===== config.mk =====
export PLATFORM = sky130hd
export DESIGN_NAME = aer_event_packer
export DESIGN_NICKNAME = d
export VERILOG_FILES = /design/src/rtl/aer_event_packer_pkg.sv /design/src/rtl/aer_event_packer_ts_counter.sv /design/src/rtl/aer_event_packer.sv
export SDC_FILE = /design/constraint.sdc
export NUM_CORES = 1
export LEC_CHECK = 0
export BUFFER_PORTS_ARGS = -buffer_cell sky130_fd_sc_hd__clkbuf_2
export CORE_UTILIZATION = 55
export CTS_CLUSTER_DIAMETER = 200
export DETAILED_ROUTE_END_ITERATION = 10
export PLACE_DENSITY = 0.81
export SYNTH_ARGS = -nofsm -noshare
export SYNTH_HDL_FRONTEND = slang
export SYNTH_SLANG_ARGS = --single-unit

===== constraint.sdc =====
create_clock -name i_clk -period 2.95 [get_ports i_clk]
set_input_delay 0.4425 -clock i_clk [delete_from_list [all_inputs] [get_ports i_clk]]
set_output_delay 0.4425 -clock i_clk [all_outputs]
set_load 0.005 [all_outputs]

===== src/rtl/aer_event_packer_pkg.sv =====
// Shared word-type codes, arbiter select encoding and the default event-word layout
// for the AER event packer.
package aer_event_packer_pkg;

   // Word type lives in the top two bits of every FIFO word
   localparam logic [1:0] AER_WT_EVT  = 2'b00;
   localparam logic [1:0] AER_WT_WRAP = 2'b01;
   localparam logic [1:0] AER_WT_DROP = 2'b10;

   // What the holding register loads on a free slot, in priority order
   typedef enum logic [1:0] {
      SelNone,
      SelWrap,
      SelDrop,
      SelEvt
   } aer_sel_e;

   // Event word for the default geometry (64-bit word, 10-bit x/y, 32-bit ts).
   // The top level packs by slicing so that other geometries work too.
   typedef struct packed {
      logic [1:0]  wtype;
      logic        pol;
      logic [9:0]  x;
      logic [9:0]  y;
      logic [8:0]  pad;
      logic [31:0] ts;
   } aer_evt_word_t;

endpackage


===== src/rtl/aer_event_packer_ts_counter.sv =====
// Free-running prescaled timestamp with a wrap counter. Emits a combinational
// one-cycle pulse in the cycle whose tick takes ts from all-ones back to zero.
module aer_event_packer_ts_counter #(
   parameter int unsigned TSW    = 32,
   parameter int unsigned TS_DIV = 1,
   parameter int unsigned WRW    = 16
) (
   input  logic           i_clk,
   input  logic           i_rst,
   input  logic           i_en,
   output logic [TSW-1:0] o_ts,
   output logic [WRW-1:0] o_wrap_cnt,
   output logic           o_wrap
);

   localparam int unsigned PW = (TS_DIV > 1) ? $clog2(TS_DIV) : 1;
   localparam logic [PW-1:0] PS_LAST = PW'(TS_DIV - 1);

   logic [PW-1:0]  r_ps;
   logic [TSW-1:0] r_ts;
   logic [WRW-1:0] r_wrap_cnt;
   logic           w_tick;
   logic           w_wrap;

   // Terminal count of the prescaler advances the timestamp
   always_comb begin
      w_tick = i_en && (r_ps == PS_LAST);
      w_wrap = w_tick && (r_ts == '1);
   end

   // Prescaler, timestamp and wrap counter; everything freezes while disabled
   always_ff @(posedge i_clk) begin
      if (i_rst) begin
         r_ps       <= '0;
         r_ts       <= '0;
         r_wrap_cnt <= '0;
      end else if (i_en) begin
         r_ps <= w_tick ? '0 : r_ps + 1'b1;
         if (w_tick) begin
            r_ts <= r_ts + 1'b1;
         end
         if (w_wrap) begin
            r_wrap_cnt <= r_wrap_cnt + 1'b1;
         end
      end
   end

   assign o_ts       = r_ts;
   assign o_wrap_cnt = r_wrap_cnt;
   assign o_wrap     = w_wrap;

endmodule


===== src/rtl/aer_event_packer.sv =====
// Packs decoded AER events into timestamped FIFO words behind a single holding
// register, inserting WRAP markers on timestamp rollover and DROP markers that
// report events discarded while the FIFO was full.
module aer_event_packer
   import aer_event_packer_pkg::*;
#(
   parameter int unsigned DWIDTH = 64,
   parameter int unsigned XW     = 10,
   parameter int unsigned YW     = 10,
   parameter int unsigned TSW    = 32,
   parameter int unsigned TS_DIV = 1,
   parameter int unsigned WRW    = 16,
   parameter int unsigned DROPW  = 16
) (
   input  logic              i_clk,
   input  logic              i_rst,
   input  logic              i_clr,
   input  logic              i_en,
   input  logic              i_cfg_drop_en,
   input  logic              i_evt_valid,
   output logic              o_evt_ready,
   input  logic [XW-1:0]     i_evt_x,
   input  logic [YW-1:0]     i_evt_y,
   input  logic              i_evt_pol,
   input  logic              i_fifo_full,
   output logic              o_fifo_wr_en,
   output logic [DWIDTH-1:0] o_fifo_wdata,
   output logic [DROPW-1:0]  o_drop_cnt
);

   // Elaboration-time geometry checks
   if (3 + XW + YW + TSW > DWIDTH) begin : g_bad_evt_geom
      $error("event fields do not fit in DWIDTH");
   end
   if (WRW + 2 > DWIDTH) begin : g_bad_wrap_geom
      $error("wrap counter does not fit in DWIDTH");
   end
   if (DROPW + 2 > DWIDTH) begin : g_bad_drop_geom
      $error("drop counter does not fit in DWIDTH");
   end
   if (TS_DIV < 1) begin : g_bad_div
      $error("TS_DIV must be at least 1");
   end

   logic              w_rst;
   logic [TSW-1:0]    w_ts;
   logic [WRW-1:0]    w_wrap_cnt;
   logic              w_wrap;

   logic              r_hold_valid;
   logic [DWIDTH-1:0] r_hold_data;
   logic              r_wrap_pend;
   logic [DROPW-1:0]  r_drop_cnt;

   logic              w_wr_en;
   logic              w_slot_free;
   logic              w_drop_nz;
   logic              w_ready;
   logic              w_accept;
   logic              w_drop_evt;
   aer_sel_e          w_sel;

   logic [DWIDTH-1:0] w_evt_word;
   logic [DWIDTH-1:0] w_wrap_word;
   logic [DWIDTH-1:0] w_drop_word;

   logic              w_hold_valid_nxt;
   logic [DWIDTH-1:0] w_hold_data_nxt;
   logic              w_wrap_pend_nxt;
   logic [DROPW-1:0]  w_drop_cnt_nxt;

   assign w_rst = i_rst | i_clr;

   aer_event_packer_ts_counter #(
      .TSW    (TSW),
      .TS_DIV (TS_DIV),
      .WRW    (WRW)
   ) u_ts_counter (
      .i_clk      (i_clk),
      .i_rst      (w_rst),
      .i_en       (i_en),
      .o_ts       (w_ts),
      .o_wrap_cnt (w_wrap_cnt),
      .o_wrap     (w_wrap)
   );

   // Handshakes: write whenever the FIFO can take the held word; a reset cycle
   // suppresses both the write and event acceptance so the held word is lost
   always_comb begin
      w_wr_en     = r_hold_valid && !i_fifo_full && !w_rst;
      w_slot_free = !r_hold_valid || w_wr_en;
      w_drop_nz   = (r_drop_cnt != '0);
      if (w_rst) begin
         w_ready = 1'b0;
      end else if (i_cfg_drop_en) begin
         w_ready = i_en;
      end else begin
         w_ready = i_en && w_slot_free && !r_wrap_pend && !w_drop_nz;
      end
      w_accept = i_evt_valid && w_ready;
   end

   // Arbiter: markers take the free slot ahead of a new event
   always_comb begin
      w_sel = SelNone;
      if (w_slot_free && !w_rst) begin
         if (r_wrap_pend) begin
            w_sel = SelWrap;
         end else if (w_drop_nz) begin
            w_sel = SelDrop;
         end else if (w_accept) begin
            w_sel = SelEvt;
         end
      end
      // Only reachable in drop mode: accepted but the slot went to someone else
      w_drop_evt = w_accept && (w_sel != SelEvt);
   end

   // Word formatting for the three word types
   always_comb begin
      w_evt_word                         = '0;
      w_evt_word[DWIDTH-1 -: 2]          = AER_WT_EVT;
      w_evt_word[DWIDTH-3]               = i_evt_pol;
      w_evt_word[DWIDTH-4 -: XW]         = i_evt_x;
      w_evt_word[DWIDTH-4-XW -: YW]      = i_evt_y;
      w_evt_word[TSW-1:0]                = w_ts;
      w_wrap_word                        = '0;
      w_wrap_word[DWIDTH-1 -: 2]         = AER_WT_WRAP;
      w_wrap_word[WRW-1:0]               = w_wrap_cnt;
      w_drop_word                        = '0;
      w_drop_word[DWIDTH-1 -: 2]         = AER_WT_DROP;
      w_drop_word[DROPW-1:0]             = r_drop_cnt;
   end

   // Next state of the holding register
   always_comb begin
      w_hold_valid_nxt = r_hold_valid;
      w_hold_data_nxt  = r_hold_data;
      if (w_wr_en) begin
         w_hold_valid_nxt = 1'b0;
      end
      unique case (w_sel)
         SelWrap: begin
            w_hold_valid_nxt = 1'b1;
            w_hold_data_nxt  = w_wrap_word;
         end
         SelDrop: begin
            w_hold_valid_nxt = 1'b1;
            w_hold_data_nxt  = w_drop_word;
         end
         SelEvt: begin
            w_hold_valid_nxt = 1'b1;
            w_hold_data_nxt  = w_evt_word;
         end
         default: ;
      endcase
   end

   // Next state of the marker bookkeeping; a new wrap beats clearing the old one
   always_comb begin
      w_wrap_pend_nxt = r_wrap_pend;
      if (w_wrap) begin
         w_wrap_pend_nxt = 1'b1;
      end else if (w_sel == SelWrap) begin
         w_wrap_pend_nxt = 1'b0;
      end

      w_drop_cnt_nxt = r_drop_cnt;
      if (w_sel == SelDrop) begin
         w_drop_cnt_nxt = w_drop_evt ? DROPW'(1) : '0;
      end else if (w_drop_evt && (r_drop_cnt != '1)) begin
         w_drop_cnt_nxt = r_drop_cnt + 1'b1;
      end
   end

   // State registers for hold stage, wrap marker and drop counter
   always_ff @(posedge i_clk) begin
      if (w_rst) begin
         r_hold_valid <= 1'b0;
         r_hold_data  <= '0;
         r_wrap_pend  <= 1'b0;
         r_drop_cnt   <= '0;
      end else begin
         r_hold_valid <= w_hold_valid_nxt;
         r_hold_data  <= w_hold_data_nxt;
         r_wrap_pend  <= w_wrap_pend_nxt;
         r_drop_cnt   <= w_drop_cnt_nxt;
      end
   end

   assign o_evt_ready  = w_ready;
   assign o_fifo_wr_en = w_wr_en;
   assign o_fifo_wdata = r_hold_data;
   assign o_drop_cnt   = r_drop_cnt;

endmodule

==> results.cfg, run 1 <==
[global_routing]
grt_use_met2 = 0.4742
maximum_number_of_pins_on_one_net_before_global_route_repair = 71
global_route.overflow_total = 0
grtUsageMet1 = 0.3601
grt_antenna_before_repair = 0
first_pass_grt_wire_length_microns = 22890
grt_most_used_layer = met2
met3_usage = 0.07173
grt_use_total = 0.2884
first_global_vias = 4743

[cells_and_area]
final_net_count = 731
n_fill_cell = 725
fin_cells = 841
finish.instance_area_sq_um = 6538
insertedDiodeCount = 0
area_growth_syn_to_layout_pct = 23.11
final_layout_size_suffix_gt1_frac = 0.2135
layout.core_utilization = 0.7042

[placed_design]
detailed_placement_wirelength_estimate_microns = 9421
placement.io_buffers = 100
placement.setup.worst_slack_ns = 0.5552
post_dp_area_sq_um = 5909
dp_cells = 809
globalplace.congestion = 0.9094

[timing]
layout_worst_path_cycle_share = 0.8996
layout_min_cycle_time_ns = 2.654
max_freq_ghz = 0.3768
worst_slew_margin_rel = 0.5570
final-hold-violation-count = 0
grt_setup_unrepaired = no
report.final.setup_viol = 0
finalHoldWorstSlack_ns = 0.1736
report.final.slew_viol_count = 0
setup_total_negative_slack_ns = 0
max_slew.worst_pin.slew_ns = 0.6478
setup_ws_ns = 0.2963
fin_skew_ns = 0.007137

[drt]
vias = 5097
route.final.wire_length_microns = 13980
detail_route.vias_per_cell = 6.061
first_iter_violations = 348
drt_drc_violations_left = 0
wl_per_cell_microns = 16.62
drt.antenna.violating_nets = 0
first_pass_iters = 5

[power]
power.ir.vdd_worst_v = 0.0003540
power_density_nw_per_um2 = 605.0
power_leakage_nw = 2.460
total_power_mw = 3.955

[setup_path]
critPathMaxStageDelay_ns = 0.39
worst_setup_path_start_kind = register
crit-reg2reg-launch = u_ts_counter.o_ts[1]$_SDFFE_PN0P_
crit_path_cell_trace = inv_1 > ha_1 > nor4b_1 > and4_1 > a21oi_1 > nor2_1 > clkbuf_2
worst-setup-path-type = register to output pin
critPathRequiredTime_ns = 2.51
path_max_fanout = 8
timing.critical_path.to_type = output pin
critical-path-slowest-cell = sky130_fd_sc_hd__and4_1
r2r-end = u_ts_counter.o_wrap_cnt[11]$_SDFFE_PN0P_
worst_r2r_path_depth = 6
worst-r2r-setup-slack_ns = 0.49
crit_arrival_ns = 2.21

[worst_hold_path]
hold_path_startpoint = i_evt_x[9]
min_delay_worst_endpoint = o_fifo_wdata[60]$_SDFFE_PN0P_
worstHoldPathCells = 3
min_path_type = primary input to register

[synthesis]
synth_top_cells_by_count = sky130_fd_sc_hd__dfxtp_1, sky130_fd_sc_hd__nor2_1, sky130_fd_sc_hd__nand3_1
synth.top_cell.area_share = 0.4599
synthArstFlopShare = 0
syn_area_per_cell_sq_um = 8.792
cell_variety_after_synth = 48
netlist_area_sq_um = 5310
synth-warning-count = 0
synth-edff-count = 0
synthSimpleGateAreaFrac = 0.2648
combinational_family_with_the_most_area_after_synthesis = simple AND/OR/NAND/NOR gates
post_synth_fa_ha_maj_area_fraction = 0.009425
post_synthesis_compound_gate_area_fraction = 0.1447
yosys_register_bits = 122
biggest_area_contributors_in_the_synthesized_netlist = sky130_fd_sc_hd__dfxtp_1, sky130_fd_sc_hd__nor2_1, sky130_fd_sc_hd__a22oi_1, sky130_fd_sc_hd__nand3_1, sky130_fd_sc_hd__xor2_1
yosysMostFrequentCell = sky130_fd_sc_hd__dfxtp_1
syn_inst = 604
synth.largest_area_cell = sky130_fd_sc_hd__dfxtp_1
yosys.area_share.xor_xnor = 0.07257
muxShareOfSynthArea = 0.005655
yosysSeqAreaShare = 0.4599
synth_top_flop_cell = sky130_fd_sc_hd__dfxtp_1

[floorplan]
design.portCount = 110
rows = 35
fp.dieW_microns = 100.3
core_area_sq_um = 9284
die-area_sq_um = 10050
die-height_microns = 100.3
floorplan.initialDensity = 0.5720

[clock_network]
clock_sink_count = 122
hold_fix_buffers_at_cts = 0
worst_setup_hold_path_clk_slew_ns = 0.06
cts_root_buffer = sky130_fd_sc_hd__clkbuf_8
post-cts-setup-buffer-count = 0
cts_made_buffers = 17
ctsHtreeMaxLevel = 4
ctsLongestPathBuffers = 2
cts-resized-gates = 0
clock_insertion_delay_worst_skew_ns = 0.52
clock_tree_from_tritoncts = yes

[run]
max-cap-violations = 0

[outcome]
result_of_the_run = complete, no violations
## state kept, by name (all words and copies together), names as in the netlist
name,count
o_drop_cnt,16
u_ts_counter.r_ps,1
u_ts_counter.o_ts,32
r_hold_valid,1
u_ts_counter.o_wrap_cnt,16
r_wrap_pend,1
o_fifo_wdata,55
## how the worst max path moves through the flow
stage | startpoint | cells after the start | end | slack (ns)
floorplan | u_ts_counter.o_ts[0]$_SDFFE_PN0P_ | 7 | u_ts_counter.o_wrap_cnt[13]$_SDFFE_PN0P_ | 0.73
global placement | i_en | 6 | u_ts_counter.o_wrap_cnt[7]$_SDFFE_PN0P_ | 0.63
detailed placement | i_en | 6 | u_ts_counter.o_wrap_cnt[6]$_SDFFE_PN0P_ | 0.56
CTS | o_drop_cnt[0]$_SDFFE_PN0P_ | 7 | o_evt_ready | 0.33
global route | o_drop_cnt[0]$_SDFFE_PN0P_ | 7 | o_evt_ready | 0.23
finish | o_drop_cnt[0]$_SDFFE_PN0P_ | 7 | o_evt_ready | 0.30
## logic make-up (layout without fill, tap and decap cells)
logic type,count (synthesis),after routing
xor gates and xnor gates,44,44
buffers and inverters,48,148
adders and majority gates,4,4
AOI/OAI and AO/OA,112,112
DFF,122,122
muxes,3,3
other,1,9
and+or+nand+nor,270,270
## placed cells by master (no fill, tap or decap), drive strengths merged, types with 6 or more instances in the layout
cell type    n
dfxtp      122
conb         9
o22ai       16
xnor2       20
and4         7
nand4       23
inv         11
nor2       109
or4         10
buf         11
o31ai       25
and3         6
a22oi       37
clkbuf     117
nor3        12
nor4         9
nand2       26
xor2        24
or3          8
nand3       43
a21oi       20
## cell type report
cell class                      count  area [sq um]  share of cell area
Sequential cell                   122          2442              0.3736
Tap cell                          129         161.4             0.02469
Inverter                            5         18.77            0.002871
Multi-Input combinational cell    442          2691              0.4117
Clock buffer                       17         414.1             0.06335
Clock inverter                     15         214.0             0.03273
Timing Repair Buffer              111         595.6             0.09110
## critical path: cells and delay by family, from the launching register on
kind	cells	cell delay (ns)
AOI/OAI and AO/OA	1	0.11
adders and majority gates	1	0.14
buffers and inverters	2	0.25
DFF	1	0.34
and+or+nand+nor	3	0.85
## routing by layer
metal | part of all wire | wire length [microns]
met4 | 0.025 | 354
met1 | 0.41 | 5777
met3 | 0.064 | 893
met2 | 0.50 | 6950
met5 | 0 | 0
## where the power goes
group	switching [mW]	internal, mW
logic	0.0719	0.0360
clock network	0.798	1.39
registers	0.00401	1.65
Power figures use the tool's default switching activity.
==> run 2, diff against run 1 <==
--- a/config.mk
+++ b/config.mk
@@ -6,10 +6,11 @@
 export NUM_CORES = 1
 export LEC_CHECK = 0
 export BUFFER_PORTS_ARGS = -buffer_cell sky130_fd_sc_hd__clkbuf_2
-export CORE_UTILIZATION = 55
+export CORE_UTILIZATION = 57
+export CTS_BUF_LIST = sky130_fd_sc_hd__clkbuf_4
 export CTS_CLUSTER_DIAMETER = 200
 export DETAILED_ROUTE_END_ITERATION = 10
-export PLACE_DENSITY = 0.81
+export PLACE_DENSITY = 0.84
 export SYNTH_ARGS = -nofsm -noshare
 export SYNTH_HDL_FRONTEND = slang
 export SYNTH_SLANG_ARGS = --single-unit
==> run 2 against run 1 <==
The flow now finishes with violations (DRC). Routed wire length is 2.5% lower. First-iteration DRC count is 20% higher. Power is 24% lower. Register-to-register slack hardly changed. Fmax is 1.7% lower. Final cell count is 2.5% lower. Core utilization is 0.77 points lower. Largest power group is now sequential cells. Highest routed layer unchanged.
==> results.cfg, run 2 (synthesis results as in run 1) <==
[outcome]
result_of_the_run = finished with violations
failed_checks = DRC

[timing]
setup_total_negative_slack_ns = 0
max_freq_ghz = 0.3704
report.final.setup_viol = 0
final-hold-violation-count = 0
max_slew.worst_pin.slew_ns = 0.7605
layout_worst_path_cycle_share = 0.9151
worst_slew_margin_rel = 0.4930
fin_skew_ns = 0.02091
grt_setup_unrepaired = no
layout_min_cycle_time_ns = 2.700
report.final.slew_viol_count = 0

[clock_network]
cts-resized-gates = 0
clock_insertion_delay_worst_skew_ns = 0.51
worst_setup_hold_path_clk_slew_ns = 0.12
ctsHtreeMaxLevel = 4
ctsLongestPathBuffers = 2
cts_made_buffers = 17
hold_fix_buffers_at_cts = 0
post-cts-setup-buffer-count = 0
clock_tree_from_tritoncts = yes
clock_sink_count = 122
cts_root_buffer = sky130_fd_sc_hd__clkbuf_4

[setup_path]
path_max_fanout = 8
critPathRequiredTime_ns = 2.51
timing.critical_path.to_type = output pin
crit_arrival_ns = 2.26
worst_setup_path_start_kind = register
worst-setup-path-type = register to output pin

[global_routing]
grt_antenna_before_repair = 0
maximum_number_of_pins_on_one_net_before_global_route_repair = 76
first_pass_grt_wire_length_microns = 22440
first_global_vias = 4656
grt_use_total = 0.2879
global_route.overflow_total = 0

[cells_and_area]
layout.core_utilization = 0.6965
final_layout_size_suffix_gt1_frac = 0.2121
largest_register_ffs = 55
final_net_count = 731
area_growth_syn_to_layout_pct = 16.61
final_cell_mix = sky130_fd_sc_hd__dfxtp_1, sky130_fd_sc_hd__nor2_1, sky130_fd_sc_hd__clkbuf_2, sky130_fd_sc_hd__nand3_1, sky130_fd_sc_hd__a22oi_1
insertedDiodeCount = 0
fin_cells = 820
final_common_cell = sky130_fd_sc_hd__dfxtp_1

[power]
power_leakage_nw = 2.311
power_density_nw_per_um2 = 484.8
power.ir.vdd_worst_v = 0.0004382

[drt]
drt.antenna.violating_nets = 0
detail_route.vias_per_cell = 6.211
wl_per_cell_microns = 16.62
first_pass_iters = 8
drt_drc_violations_left = 5
route.final.wire_length_microns = 13630
first_iter_violations = 417
vias = 5093

[run]
max-cap-violations = 0

[placed_design]
placement.io_buffers = 100
globalplace.congestion = 0.9096
dp_cells = 788
detailed_placement_wirelength_estimate_microns = 9495

[floorplan]
die-area_sq_um = 9706
floorplan.initialDensity = 0.5972
fp.dieW_microns = 98.52
die-height_microns = 98.52
core_area_sq_um = 8891
design.portCount = 110
rows = 34

[worst_hold_path]
min_path_type = primary input to register
-- run 2: metrics by stage --
step / hold slack, ns / power (mW) / cell area (sq um) / setup WS (ns)
floorplan: 0.4527 / 1.762 / 5340 / 0.7321
global placement: 0.4519 / 1.794 / 5883 / 0.6366
detailed placement: 0.4562 / 1.797 / 5883 / 0.5240
CTS: 0.1577 / 3.016 / 6192 / 0.2753
global route: 0.1414 / 3.112 / 6192 / 0.07410
finish: 0.1764 / 3.002 / 6192 / 0.2505
-- run 2: path summary, 6_finish.rpt --
kind	start	end	slack (ns)	depth (start not counted)
max	o_drop_cnt[0]$_SDFFE_PN0P_	o_evt_ready	0.25	7
max reg2reg	o_drop_cnt[0]$_SDFFE_PN0P_	o_fifo_wdata[15]$_SDFFE_PN0P_	0.48	7
min reg2reg	o_fifo_wdata[63]$_SDFFE_PN0P_	o_fifo_wdata[63]$_SDFFE_PN0P_	0.47	2
min	i_evt_x[1]	o_fifo_wdata[52]$_SDFFE_PN0P_	0.18	3
-- run 2: final cells by class --
class | instances | area, sq um
inverter | 5 | 18.77
clock buffer | 18 | 135.1
sequential | 122 | 2442
tap | 108 | 135.1
timing repair buffer | 111 | 595.6
multi-input combinational | 442 | 2691
fill | 702 | 2699
clock inverter | 14 | 173.9
-- run 2: per-layer routing --
metal | vias up | global-route usage | wire length (microns)
met5 | - | 0 | 0
met4 | 0 | 0.09185 | 291
met3 | 41 | 0.07305 | 991
met2 | 216 | 0.4832 | 6753
met1 | 2453 | 0.3643 | 5588
li1 | 2383 | - | -
-- run 2: power breakdown --
part,leakage [nW],switching (mW),total [mW],internal (mW)
Clock,0.156,0.640,1.24,0.601
Sequential,0.983,0.00403,1.65,1.65
Combinational,1.17,0.0709,0.106,0.0350
Total,2.31,0.715,3.00,2.29
-- run 2: worst max-delay path, stage by stage, from the launching register on --
cell and delay (ns):
sky130_fd_sc_hd__dfxtp_1 0.37, sky130_fd_sc_hd__inv_1 0.11, sky130_fd_sc_hd__ha_1 0.15, sky130_fd_sc_hd__nor4b_1 0.35
sky130_fd_sc_hd__and4_1 0.41, sky130_fd_sc_hd__a21oi_1 0.12, sky130_fd_sc_hd__nor2_1 0.12, sky130_fd_sc_hd__clkbuf_2 0.12
